[src/rtl/hazard_result_tracker_if.sv]
// ---------------------------------------------------------------------------
// hazard_result_tracker_if
// Bundles the decode-side inputs and the E/M/W forwarding outputs of the
// hazard_result_tracker so that the forwarding producer can be wired as a
// single port.
//
// Signals:
//   D_A3, D_Tnew, D_link      decode-stage destination, Tnew and link value
//   D_rs, D_rt                decode-stage source registers
//   D_Tuse_rs, D_Tuse_rt      Tuse per source (3 = operand not used)
//   E_result, M_result        ALU result in E, memory read data in M
//   flush                     kill of the D instruction (bubble into E)
//   stall                     hold of PC and D register
//   {E,M,W}_{A3,Tnew,WD}      per-stage forwarding producer values
//   stall_cnt                 stall-cycle counter (HAZARD_STALL_COUNT_EN only)
//
// Modports:
//   master  the surrounding core / testbench (drives decode inputs)
//   slave   the hazard_result_tracker itself
//
// Optional feature macro: HAZARD_STALL_COUNT_EN
// ---------------------------------------------------------------------------
interface hazard_result_tracker_if #(
  parameter int AW = 5,
  parameter int DW = 32,
  parameter int TW = 2
);
  logic [AW-1:0] D_A3;
  logic [TW-1:0] D_Tnew;
  logic [DW-1:0] D_link;
  logic [AW-1:0] D_rs;
  logic [AW-1:0] D_rt;
  logic [TW-1:0] D_Tuse_rs;
  logic [TW-1:0] D_Tuse_rt;
  logic [DW-1:0] E_result;
  logic [DW-1:0] M_result;
  logic          flush;
  logic          stall;
  logic [AW-1:0] E_A3;
  logic [TW-1:0] E_Tnew;
  logic [DW-1:0] E_WD;
  logic [AW-1:0] M_A3;
  logic [TW-1:0] M_Tnew;
  logic [DW-1:0] M_WD;
  logic [AW-1:0] W_A3;
  logic [TW-1:0] W_Tnew;
  logic [DW-1:0] W_WD;
`ifdef HAZARD_STALL_COUNT_EN
  logic [DW-1:0] stall_cnt;
`endif

  modport master (
    output D_A3, D_Tnew, D_link, D_rs, D_rt, D_Tuse_rs, D_Tuse_rt,
           E_result, M_result, flush,
    input  stall, E_A3, E_Tnew, E_WD, M_A3, M_Tnew, M_WD, W_A3, W_Tnew, W_WD
`ifdef HAZARD_STALL_COUNT_EN
    , input stall_cnt
`endif
  );

  modport slave (
    input  D_A3, D_Tnew, D_link, D_rs, D_rt, D_Tuse_rs, D_Tuse_rt,
           E_result, M_result, flush,
    output stall, E_A3, E_Tnew, E_WD, M_A3, M_Tnew, M_WD, W_A3, W_Tnew, W_WD
`ifdef HAZARD_STALL_COUNT_EN
    , output stall_cnt
`endif
  );
endinterface

[src/rtl/hazard_result_tracker.sv]
// ---------------------------------------------------------------------------
// hazard_result_tracker
// Producer side of the forwarding network of a 5-stage MIPS32 core. Tracks
// the destination register (A3), cycles-until-ready (Tnew) and write data
// (WD) of the instructions in E, M and W, and raises the D-stage stall when
// a source operand is needed (Tuse) before an in-flight producer has it.
//
// Ports:
//   clk    rising-edge clock
//   reset  asynchronous active-low reset
//   bus    hazard_result_tracker_if.slave (decode inputs, stage outputs,
//          stall, optional stall_cnt)
//
// Internal stage naming: _p0 = E, _p1 = M, _p2 = W.
//
// Optional feature macro: HAZARD_STALL_COUNT_EN
//   Adds bus.stall_cnt, a wrapping DW-bit count of cycles with stall==1.
// ---------------------------------------------------------------------------
module hazard_result_tracker #(
  parameter int AW = 5,
  parameter int DW = 32,
  parameter int TW = 2
) (
  input logic                   clk,
  input logic                   reset,
  hazard_result_tracker_if.slave bus
);

  // Tnew counts down by one per stage and stays at 0 once the value exists.
  function automatic logic [TW-1:0] f_tnew_dec(input logic [TW-1:0] t);
    return (t == '0) ? '0 : t - TW'(1);
  endfunction

  // One source against one producer. $0 never matches; Tuse==3 can never
  // be below a real Tnew, so unused operands drop out naturally.
  function automatic logic f_hit(input logic [AW-1:0] src,
                                 input logic [TW-1:0] tuse,
                                 input logic [AW-1:0] a3,
                                 input logic [TW-1:0] tnew);
    return (src != '0) && (a3 == src) && (tuse < tnew);
  endfunction

  logic [AW-1:0] r_a3_p0;
  logic [TW-1:0] r_tnew_p0;
  logic [DW-1:0] r_link_p0;
  logic [AW-1:0] r_a3_p1;
  logic [TW-1:0] r_tnew_p1;
  logic [DW-1:0] r_wd_p1;
  logic [AW-1:0] r_a3_p2;
  logic [TW-1:0] r_tnew_p2;
  logic [DW-1:0] r_wd_p2;
  logic          w_stall;
  logic          w_bubble;

  always_comb begin
    w_stall = 1'b0;
    if (f_hit(bus.D_rs, bus.D_Tuse_rs, r_a3_p0, r_tnew_p0) ||
        f_hit(bus.D_rs, bus.D_Tuse_rs, r_a3_p1, r_tnew_p1) ||
        f_hit(bus.D_rt, bus.D_Tuse_rt, r_a3_p0, r_tnew_p0) ||
        f_hit(bus.D_rt, bus.D_Tuse_rt, r_a3_p1, r_tnew_p1)) begin
      w_stall = 1'b1;
    end
  end

  assign w_bubble = w_stall | bus.flush;

  // ---- D -> E (p0) ----
  always_ff @(posedge clk or negedge reset) begin
    if (!reset) begin
      r_a3_p0   <= '0;
      r_tnew_p0 <= '0;
      r_link_p0 <= '0;
    end else if (w_bubble) begin
      r_a3_p0   <= '0;
      r_tnew_p0 <= '0;
      r_link_p0 <= '0;
    end else begin
      r_a3_p0   <= bus.D_A3;
      // A non-writing instruction is tracked as already ready.
      r_tnew_p0 <= (bus.D_A3 == '0) ? '0 : bus.D_Tnew;
      r_link_p0 <= bus.D_link;
    end
  end

  // ---- E (p0) -> M (p1), never held by stall ----
  always_ff @(posedge clk or negedge reset) begin
    if (!reset) begin
      r_a3_p1   <= '0;
      r_tnew_p1 <= '0;
      r_wd_p1   <= '0;
    end else begin
      r_a3_p1   <= r_a3_p0;
      r_tnew_p1 <= f_tnew_dec(r_tnew_p0);
      r_wd_p1   <= (r_tnew_p0 == '0) ? r_link_p0 : bus.E_result;
    end
  end

  // ---- M (p1) -> W (p2) ----
  always_ff @(posedge clk or negedge reset) begin
    if (!reset) begin
      r_a3_p2   <= '0;
      r_tnew_p2 <= '0;
      r_wd_p2   <= '0;
    end else begin
      r_a3_p2   <= r_a3_p1;
      r_tnew_p2 <= f_tnew_dec(r_tnew_p1);
      r_wd_p2   <= (r_tnew_p1 == '0) ? r_wd_p1 : bus.M_result;
    end
  end

`ifdef HAZARD_STALL_COUNT_EN
  logic [DW-1:0] r_stall_cnt;

  always_ff @(posedge clk or negedge reset) begin
    if (!reset) begin
      r_stall_cnt <= '0;
    end else if (w_stall) begin
      r_stall_cnt <= r_stall_cnt + DW'(1);
    end
  end

  assign bus.stall_cnt = r_stall_cnt;
`endif

  assign bus.stall  = w_stall;
  assign bus.E_A3   = r_a3_p0;
  assign bus.E_Tnew = r_tnew_p0;
  assign bus.E_WD   = r_link_p0;
  assign bus.M_A3   = r_a3_p1;
  assign bus.M_Tnew = r_tnew_p1;
  assign bus.M_WD   = r_wd_p1;
  assign bus.W_A3   = r_a3_p2;
  assign bus.W_Tnew = r_tnew_p2;
  assign bus.W_WD   = r_wd_p2;

endmodule

[src/flat_wrapper.sv]
// flat-port wrapper written by rule: the top's interface ports become plain ports
module hazard_result_tracker_flat 
#(
  parameter int AW = 5,
  parameter int DW = 32,
  parameter int TW = 2
)
  (clk, reset, bus_D_A3, bus_D_Tnew, bus_D_link, bus_D_rs, bus_D_rt, bus_D_Tuse_rs, bus_D_Tuse_rt, bus_E_result, bus_M_result, bus_flush, bus_stall, bus_E_A3, bus_E_Tnew, bus_E_WD, bus_M_A3, bus_M_Tnew, bus_M_WD, bus_W_A3, bus_W_Tnew, bus_W_WD);
  hazard_result_tracker_if #(.AW(AW), .DW(DW), .TW(TW)) bus_i ();
  input logic clk;
  input logic reset;
  input wire logic [$bits(bus_i.D_A3)-1:0] bus_D_A3;
  input wire logic [$bits(bus_i.D_Tnew)-1:0] bus_D_Tnew;
  input wire logic [$bits(bus_i.D_link)-1:0] bus_D_link;
  input wire logic [$bits(bus_i.D_rs)-1:0] bus_D_rs;
  input wire logic [$bits(bus_i.D_rt)-1:0] bus_D_rt;
  input wire logic [$bits(bus_i.D_Tuse_rs)-1:0] bus_D_Tuse_rs;
  input wire logic [$bits(bus_i.D_Tuse_rt)-1:0] bus_D_Tuse_rt;
  input wire logic [$bits(bus_i.E_result)-1:0] bus_E_result;
  input wire logic [$bits(bus_i.M_result)-1:0] bus_M_result;
  input wire logic [$bits(bus_i.flush)-1:0] bus_flush;
  output wire logic [$bits(bus_i.stall)-1:0] bus_stall;
  output wire logic [$bits(bus_i.E_A3)-1:0] bus_E_A3;
  output wire logic [$bits(bus_i.E_Tnew)-1:0] bus_E_Tnew;
  output wire logic [$bits(bus_i.E_WD)-1:0] bus_E_WD;
  output wire logic [$bits(bus_i.M_A3)-1:0] bus_M_A3;
  output wire logic [$bits(bus_i.M_Tnew)-1:0] bus_M_Tnew;
  output wire logic [$bits(bus_i.M_WD)-1:0] bus_M_WD;
  output wire logic [$bits(bus_i.W_A3)-1:0] bus_W_A3;
  output wire logic [$bits(bus_i.W_Tnew)-1:0] bus_W_Tnew;
  output wire logic [$bits(bus_i.W_WD)-1:0] bus_W_WD;
  assign bus_i.D_A3 = bus_D_A3;
  assign bus_i.D_Tnew = bus_D_Tnew;
  assign bus_i.D_link = bus_D_link;
  assign bus_i.D_rs = bus_D_rs;
  assign bus_i.D_rt = bus_D_rt;
  assign bus_i.D_Tuse_rs = bus_D_Tuse_rs;
  assign bus_i.D_Tuse_rt = bus_D_Tuse_rt;
  assign bus_i.E_result = bus_E_result;
  assign bus_i.M_result = bus_M_result;
  assign bus_i.flush = bus_flush;
  assign bus_stall = bus_i.stall;
  assign bus_E_A3 = bus_i.E_A3;
  assign bus_E_Tnew = bus_i.E_Tnew;
  assign bus_E_WD = bus_i.E_WD;
  assign bus_M_A3 = bus_i.M_A3;
  assign bus_M_Tnew = bus_i.M_Tnew;
  assign bus_M_WD = bus_i.M_WD;
  assign bus_W_A3 = bus_i.W_A3;
  assign bus_W_Tnew = bus_i.W_Tnew;
  assign bus_W_WD = bus_i.W_WD;
  hazard_result_tracker #(.AW(AW), .DW(DW), .TW(TW)) u_core (.clk(clk), .reset(reset), .bus(bus_i));
endmodule
[config.mk]
export PLATFORM = sky130hd
export DESIGN_NAME = hazard_result_tracker_flat
export DESIGN_NICKNAME = d
export VERILOG_FILES = /design/src/rtl/hazard_result_tracker_if.sv /design/src/rtl/hazard_result_tracker.sv /design/src/flat_wrapper.sv
export SDC_FILE = /design/constraint.sdc
export NUM_CORES = 1
export LEC_CHECK = 0
export ABC_AREA = 1
export ABC_CLOCK_PERIOD_IN_PS = 2130
export CORE_MARGIN = 2
export CORE_UTILIZATION = 39
export DETAILED_ROUTE_END_ITERATION = 10
export HOLD_SLACK_MARGIN = 0.12
export PLACE_DENSITY_LB_ADDON = 0.1
export SYNTH_ARGS = -nofsm -noshare
export SYNTH_HDL_FRONTEND = slang
export SYNTH_SLANG_ARGS = --single-unit
[constraint.sdc]
create_clock -name clk -period 2.13 [get_ports clk]
set_input_delay 0.213 -clock clk [delete_from_list [all_inputs] [get_ports clk]]
set_output_delay 0.213 -clock clk [all_outputs]
set_load 0.02 [all_outputs]
* Word level (Yosys, flattened, before mapping)
Index checks and enable logic that the tools add are counted.
** Cells by class
- $add $sub $neg :: 2
- $mul :: 0
- Div/mod/pow operators :: 0
- $lt $le $gt $ge :: 4
- Equal/unequal tests :: 4
- Shifts and indexed selects :: 0
- Multiplexer cells :: 9
- Bitwise operators :: 1
- Reductions and logical operators :: 16
** Operator list (number)
- $mux 32 :: 3
- $eq 5x5->1 :: 4
- $reduce_bool 5->1 :: 2
- $logic_and 1x1->1 :: 8
- $lt 2x2->1 :: 4
- $mux 2 :: 4
- $logic_not 5->1 :: 1
- $mux 5 :: 1
- $logic_not 2->1 :: 2
- $sub 2x1->2 const B :: 2
- $logic_or 1x1->1 :: 3
- $mux 1 :: 1
- $or 1x1->1 :: 1
** Storage, ports and cells
- Flip-flop bits (word level) :: 117
- Bits in latches :: 0
- Bits in writable memories :: 0
- ROM bits :: 0
- Input port bits :: 120
- Output and inout port bits :: 118
- Memories kept :: 0

* Logic depth before layout (Yosys ltp)
- Depth in word-level cells :: 9
- Depth in mapped cells :: 13
- Gate-level depth less buffers :: 11

* Worst setup path before layout
OpenSTA, ideal clock, no wires.
- Path type :: reg-to-reg
- Start :: register u_core.r_tnew_p1[1] (netlist: u_core.bus.M_Tnew[1])
- End :: register u_core.r_link_p0[21] (netlist: u_core.bus.E_WD[21])
- Setup time :: 0.115 ns
- Arrival time :: 1.604 ns
- Required time :: 2.015 ns
- Path slack :: 0.412 ns
- Cell stages (with the launch flop) :: 12
- Cell sequence :: dfrtp_1 -> inv_1 -> ha_1 -> a21boi_0 -> nor2_1 -> nand3_1 -> nand2_1 -> nand2_1 -> nand3_2 -> buf_6 -> buf_6 -> nor2_1
** On the way
- Word-level cells in the longest chain between the ends :: 8
** RTL lines
- from (decl) :: RTL line hazard_result_tracker.sv:47 : logic [TW-1:0] r_tnew_p1;
- from (signal assigned) :: RTL line hazard_result_tracker.sv:93 : r_tnew_p1 <= f_tnew_dec(r_tnew_p0);
- $lt 2x2->1 :: RTL line hazard_result_tracker.sv:40 : return (src != '0) && (a3 == src) && (tuse < tnew);
- $logic_and 1x1->1 :: RTL line hazard_result_tracker.sv:40
- $logic_or 1x1->1 :: RTL line hazard_result_tracker.sv:57 : if (f_hit(bus.D_rs, bus.D_Tuse_rs, r_a3_p0, r_tnew_p0) ||
- $logic_or 1x1->1 :: RTL line hazard_result_tracker.sv:58 : f_hit(bus.D_rs, bus.D_Tuse_rs, r_a3_p1, r_tnew_p1) ||
- $logic_or 1x1->1 * :: RTL line hazard_result_tracker.sv:59 : f_hit(bus.D_rt, bus.D_Tuse_rt, r_a3_p0, r_tnew_p0) ||
- $mux 1 * :: RTL line hazard_result_tracker.sv:57
- $or 1x1->1 * :: RTL line hazard_result_tracker.sv:65 : assign w_bubble = w_stall | bus.flush;
- $mux 32 * :: RTL line hazard_result_tracker.sv:73 : end else if (w_bubble) begin
- to (signal assigned) :: RTL line hazard_result_tracker.sv:81 : r_link_p0 <= bus.D_link;
- to (decl) :: RTL line hazard_result_tracker.sv:45 : logic [DW-1:0] r_link_p0;
Mark *: on every way between the ends. The rest lies on a longest branch, timed or not.

* Final worst setup path
- Start :: register u_core.r_tnew_p1[1] (netlist: u_core.bus.M_Tnew[1])
- End :: output bus_stall
** On the way
- Word-level cells in the longest chain between the ends :: 6
** RTL lines
- $lt 2x2->1 :: RTL line hazard_result_tracker.sv:40
- $logic_and 1x1->1 :: RTL line hazard_result_tracker.sv:40
- $logic_or 1x1->1 :: RTL line hazard_result_tracker.sv:57
- $logic_or 1x1->1 :: RTL line hazard_result_tracker.sv:58
- $logic_or 1x1->1 * :: RTL line hazard_result_tracker.sv:59
- $mux 1 * :: RTL line hazard_result_tracker.sv:57
- to (decl) :: RTL line flat_wrapper.sv:22 : output wire logic [$bits(bus_i.stall)-1:0] bus_stall;
Marked as above.

==> summary.md <==
| Metric | Value |
|---|---|
| Placed insts | 765 |
| RSZ-0062 raised after global routing | false |
| Synthesized flop and latch total | 117 |
| Final GP Congestion | 0.836 |
| Ys flop type | dfrtp_1 |
| Final Hold Viols | 0 |
| Final min period | 1.98 ns |
| Slew Limit Headroom | 59.2% |
| Global-route usage over all layers | 20.3% |
| Row cnt | 39 |
| IO buf count | 237 |
| Netlist cell types | 18 |
| Vias per inst | 4.54 |
| Reg2Reg Depth | 11 |
| First-pass GRT wire length | 19.4 mm |
| Largest net degree at the start of global routing | 118 |
| Vias | 3623 |
| Most common cell in the netlist | dfrtp_1 |
| Vias in the first global route | 3680 |
| Final worst setup slack | 0.149 ns |
| IO Count | 238 |
| Iter 0 DRT Violations | 164 |
| Drt wl/cell | 15.4 µm |
| Clk buf depth | 2 |
| Layout fillers | 889 |
| Max Slew Vio Count | 0 |
| Synth area leader | dfrtp_1 |
| Initial antenna violation count | 0 |
| Post-DRT Antenna Nets | 0 |
| First-pass iteration count of the detailed router | 7 |
| Achievable frequency | 505 MHz |
| Root Buffer | clkbuf_16 |
| Kind of end point of the critical path | primary output |
| Residual DRC count | 0 |
| # nets final | 766 |
| Multi-input logic area | 1330 µm² |
| Total Wirelength | 12.3 mm |
| Crit path DAT | 1.77 ns |
| Sequential area share after synthesis | 64.6% |
| Reg2reg setup slack | 0.37 ns |
| Syn Inst Count | 383 |
| Dpl ws | -0.155 ns |
| Fin cells | 798 |
| Yosys warning total | 0 |
| Top cells by area, synth | dfrtp_1 (65%), mux2_2 (16%), inv_1 (5.0%) |
| Mapped Area | 4530 µm² |
| Setup TNS | 0 ns |
| Ant. Diodes | 0 |
| Crit start category | flip-flop |
| Initial Utilization | 39.8% |
| Core Region | 11400 µm² |
| Final period util | 93.0% |
| Share of cells above drive strength 1 | 17.4% |
| Max_cap viols | 0 |
| Area Overhead vs Synth | 71.4% |
| Post-synth EDFFs | 0 |
| Worst Path Max Fanout | 3 |
| Mean Syn Cell Area | 11.8 µm² |
| CTS HTree Levels | 4 |
| Die width | 112 µm |
| CTS tree | built |
| Share of the synthesized area in the top cell type | 64.6% |
| Reg area | 2930 µm² |
| Syn_nets | 507 |
| Final setup fails | 0 |
| Total grt overflow | 0 |
| Status | finished clean |
| P per Cell Area | 862 nW/µm² |
| Worst skew pair latency | 0.41 ns |
| WS Path Type | reg -> out |
| Clk pin slew, worst setup/hold paths | 0.05 ns |
| Critical Path RT | 1.92 ns |
| TritonCTS Buffers | 17 |
| Die area | 12500 µm² |
| CTS sink count | 117 |
| Chip Height | 112 µm |
| Worst-Margin Slew | 0.612 ns |
| P_leak | 3.68 nW |
| Hold slack | 0.320 ns |
| Hold Path Class | in -> reg |
| FFs w/ async S/R, synth | 100% |
| HPWL after DPL | 8.96 mm |
| Skew final | 0.00608 ns |
| Peak supply drop | 0.697 mV |
| WHS Path Cells | 3 |
| Synth top cells by count | dfrtp_1 (117), mux2_2 (64), inv_1 (60) |
-- per-stage QoR --
stage | total power [mW] | area, µm² | util [%]
floorplan | 3.14 | 4530 | -
global placement | 3.94 | 7170 | 63.1
detailed placement | 3.96 | 7170 | 63.1
CTS | 6.77 | 7760 | 68.3
global route | 6.97 | 7770 | 68.3
finish | 6.70 | 7770 | 68.3
-- area by class of cell --
class,instances,area share [%]
flip-flops and latches,117,37.7
repair buffers,250,32.4
multi-input cells,195,17.1
clock buffers,23,6.28
inverters,61,2.95
well taps,143,2.30
clock inverters,9,1.27
-- kinds of logic after synthesis --
logic type,synth area share [%]
AOI/OAI and AO/OA,1.33
xor gates and xnor gates,0.773
adders and majority gates,1.10
buffers and inverters,6.43
DFF,64.6
muxes,15.9
and+or+nand+nor,9.83
-- path summary, 6_finish.rpt --
path,start,to
min in group asynchronous,reset,u_core.bus.W_WD[20]$_DFF_PN0_
max in group asynchronous,reset,u_core.bus.W_WD[6]$_DFF_PN0_
hold reg to reg,u_core.bus.M_A3[2]$_DFF_PN0_,u_core.bus.W_A3[2]$_DFF_PN0_
setup reg to reg,u_core.bus.M_Tnew[1]$_DFF_PN0_,u_core.bus.E_WD[19]$_DFF_PN0_
setup / recovery,u_core.bus.M_Tnew[1]$_DFF_PN0_,bus_stall
hold / removal,bus_D_link[21],u_core.bus.E_WD[21]$_DFF_PN0_
-- registers in the layout, indices dropped and copies added, names as in the netlist --
name and cells:
u_core.bus.E_A3 5, u_core.bus.E_Tnew 2, u_core.bus.E_WD 32, u_core.bus.M_A3 5, u_core.bus.M_Tnew 2, u_core.bus.M_WD 32, u_core.bus.W_A3 5, u_core.bus.W_Tnew 2
u_core.bus.W_WD 32
-- critical path: stages, from the launching register on --
cell and delay (ns):
dfrtp_1 0.38, inv_2 0.09, ha_1 0.22, a21boi_0 0.12, nor2_1 0.12, nand3_1 0.09
nand2_1 0.07, nand2_1 0.07, nand2_1 0.06, buf_4 0.14
-- cell usage in the layout (no fill, tap or decap), drive strengths merged --
master         synthesis  final
ha                     4      4
bufinv                 0      2
dfrtp                117    117
a21oi                  2      2
nor3                   3      3
o21ai                  4      4
xor2                   4      4
buf                   10     14
mux2                  64     64
inv                   61     62
o21bai                 2      2
dlygate4sd3            0      1
nand2                 47     47
nand3                 10     10
clkbuf                 0     23
nor2                  53     53
clkdlybuf4s50          0    235
clkinv                 0      6
a21boi                 2      2
-- timing repair --
| item | in CTS | in global routing |
|---|---|---|
| pin swaps | 0 | 1 |
| endpoints found under the hold margin | 117 | 0 |
| resized for setup | 5 | 2 |
| endpoints found under the setup margin | 1 | 1 |
| buffers inserted | 0 | 0 |
| cloned | 0 | 0 |
| hold buffers | 1 | 0 |
-- per-layer routing --
layer	vias to the layer above	track usage [%]	share of wire, %
met5	-	0	0
met4	0	7.98	1.8
met3	16	8.11	9.0
met2	165	34.0	50
met1	1726	23.5	39
li1	1716	-	-
-- power breakdown --
part | switching [mW] | leakage [nW] | internal, mW
Sequential | 0.0998 | 1.48 | 2.43
Clock | 0.948 | 0.297 | 1.83
Combinational | 0.623 | 1.90 | 0.757
Power figures use the tool's default switching activity.
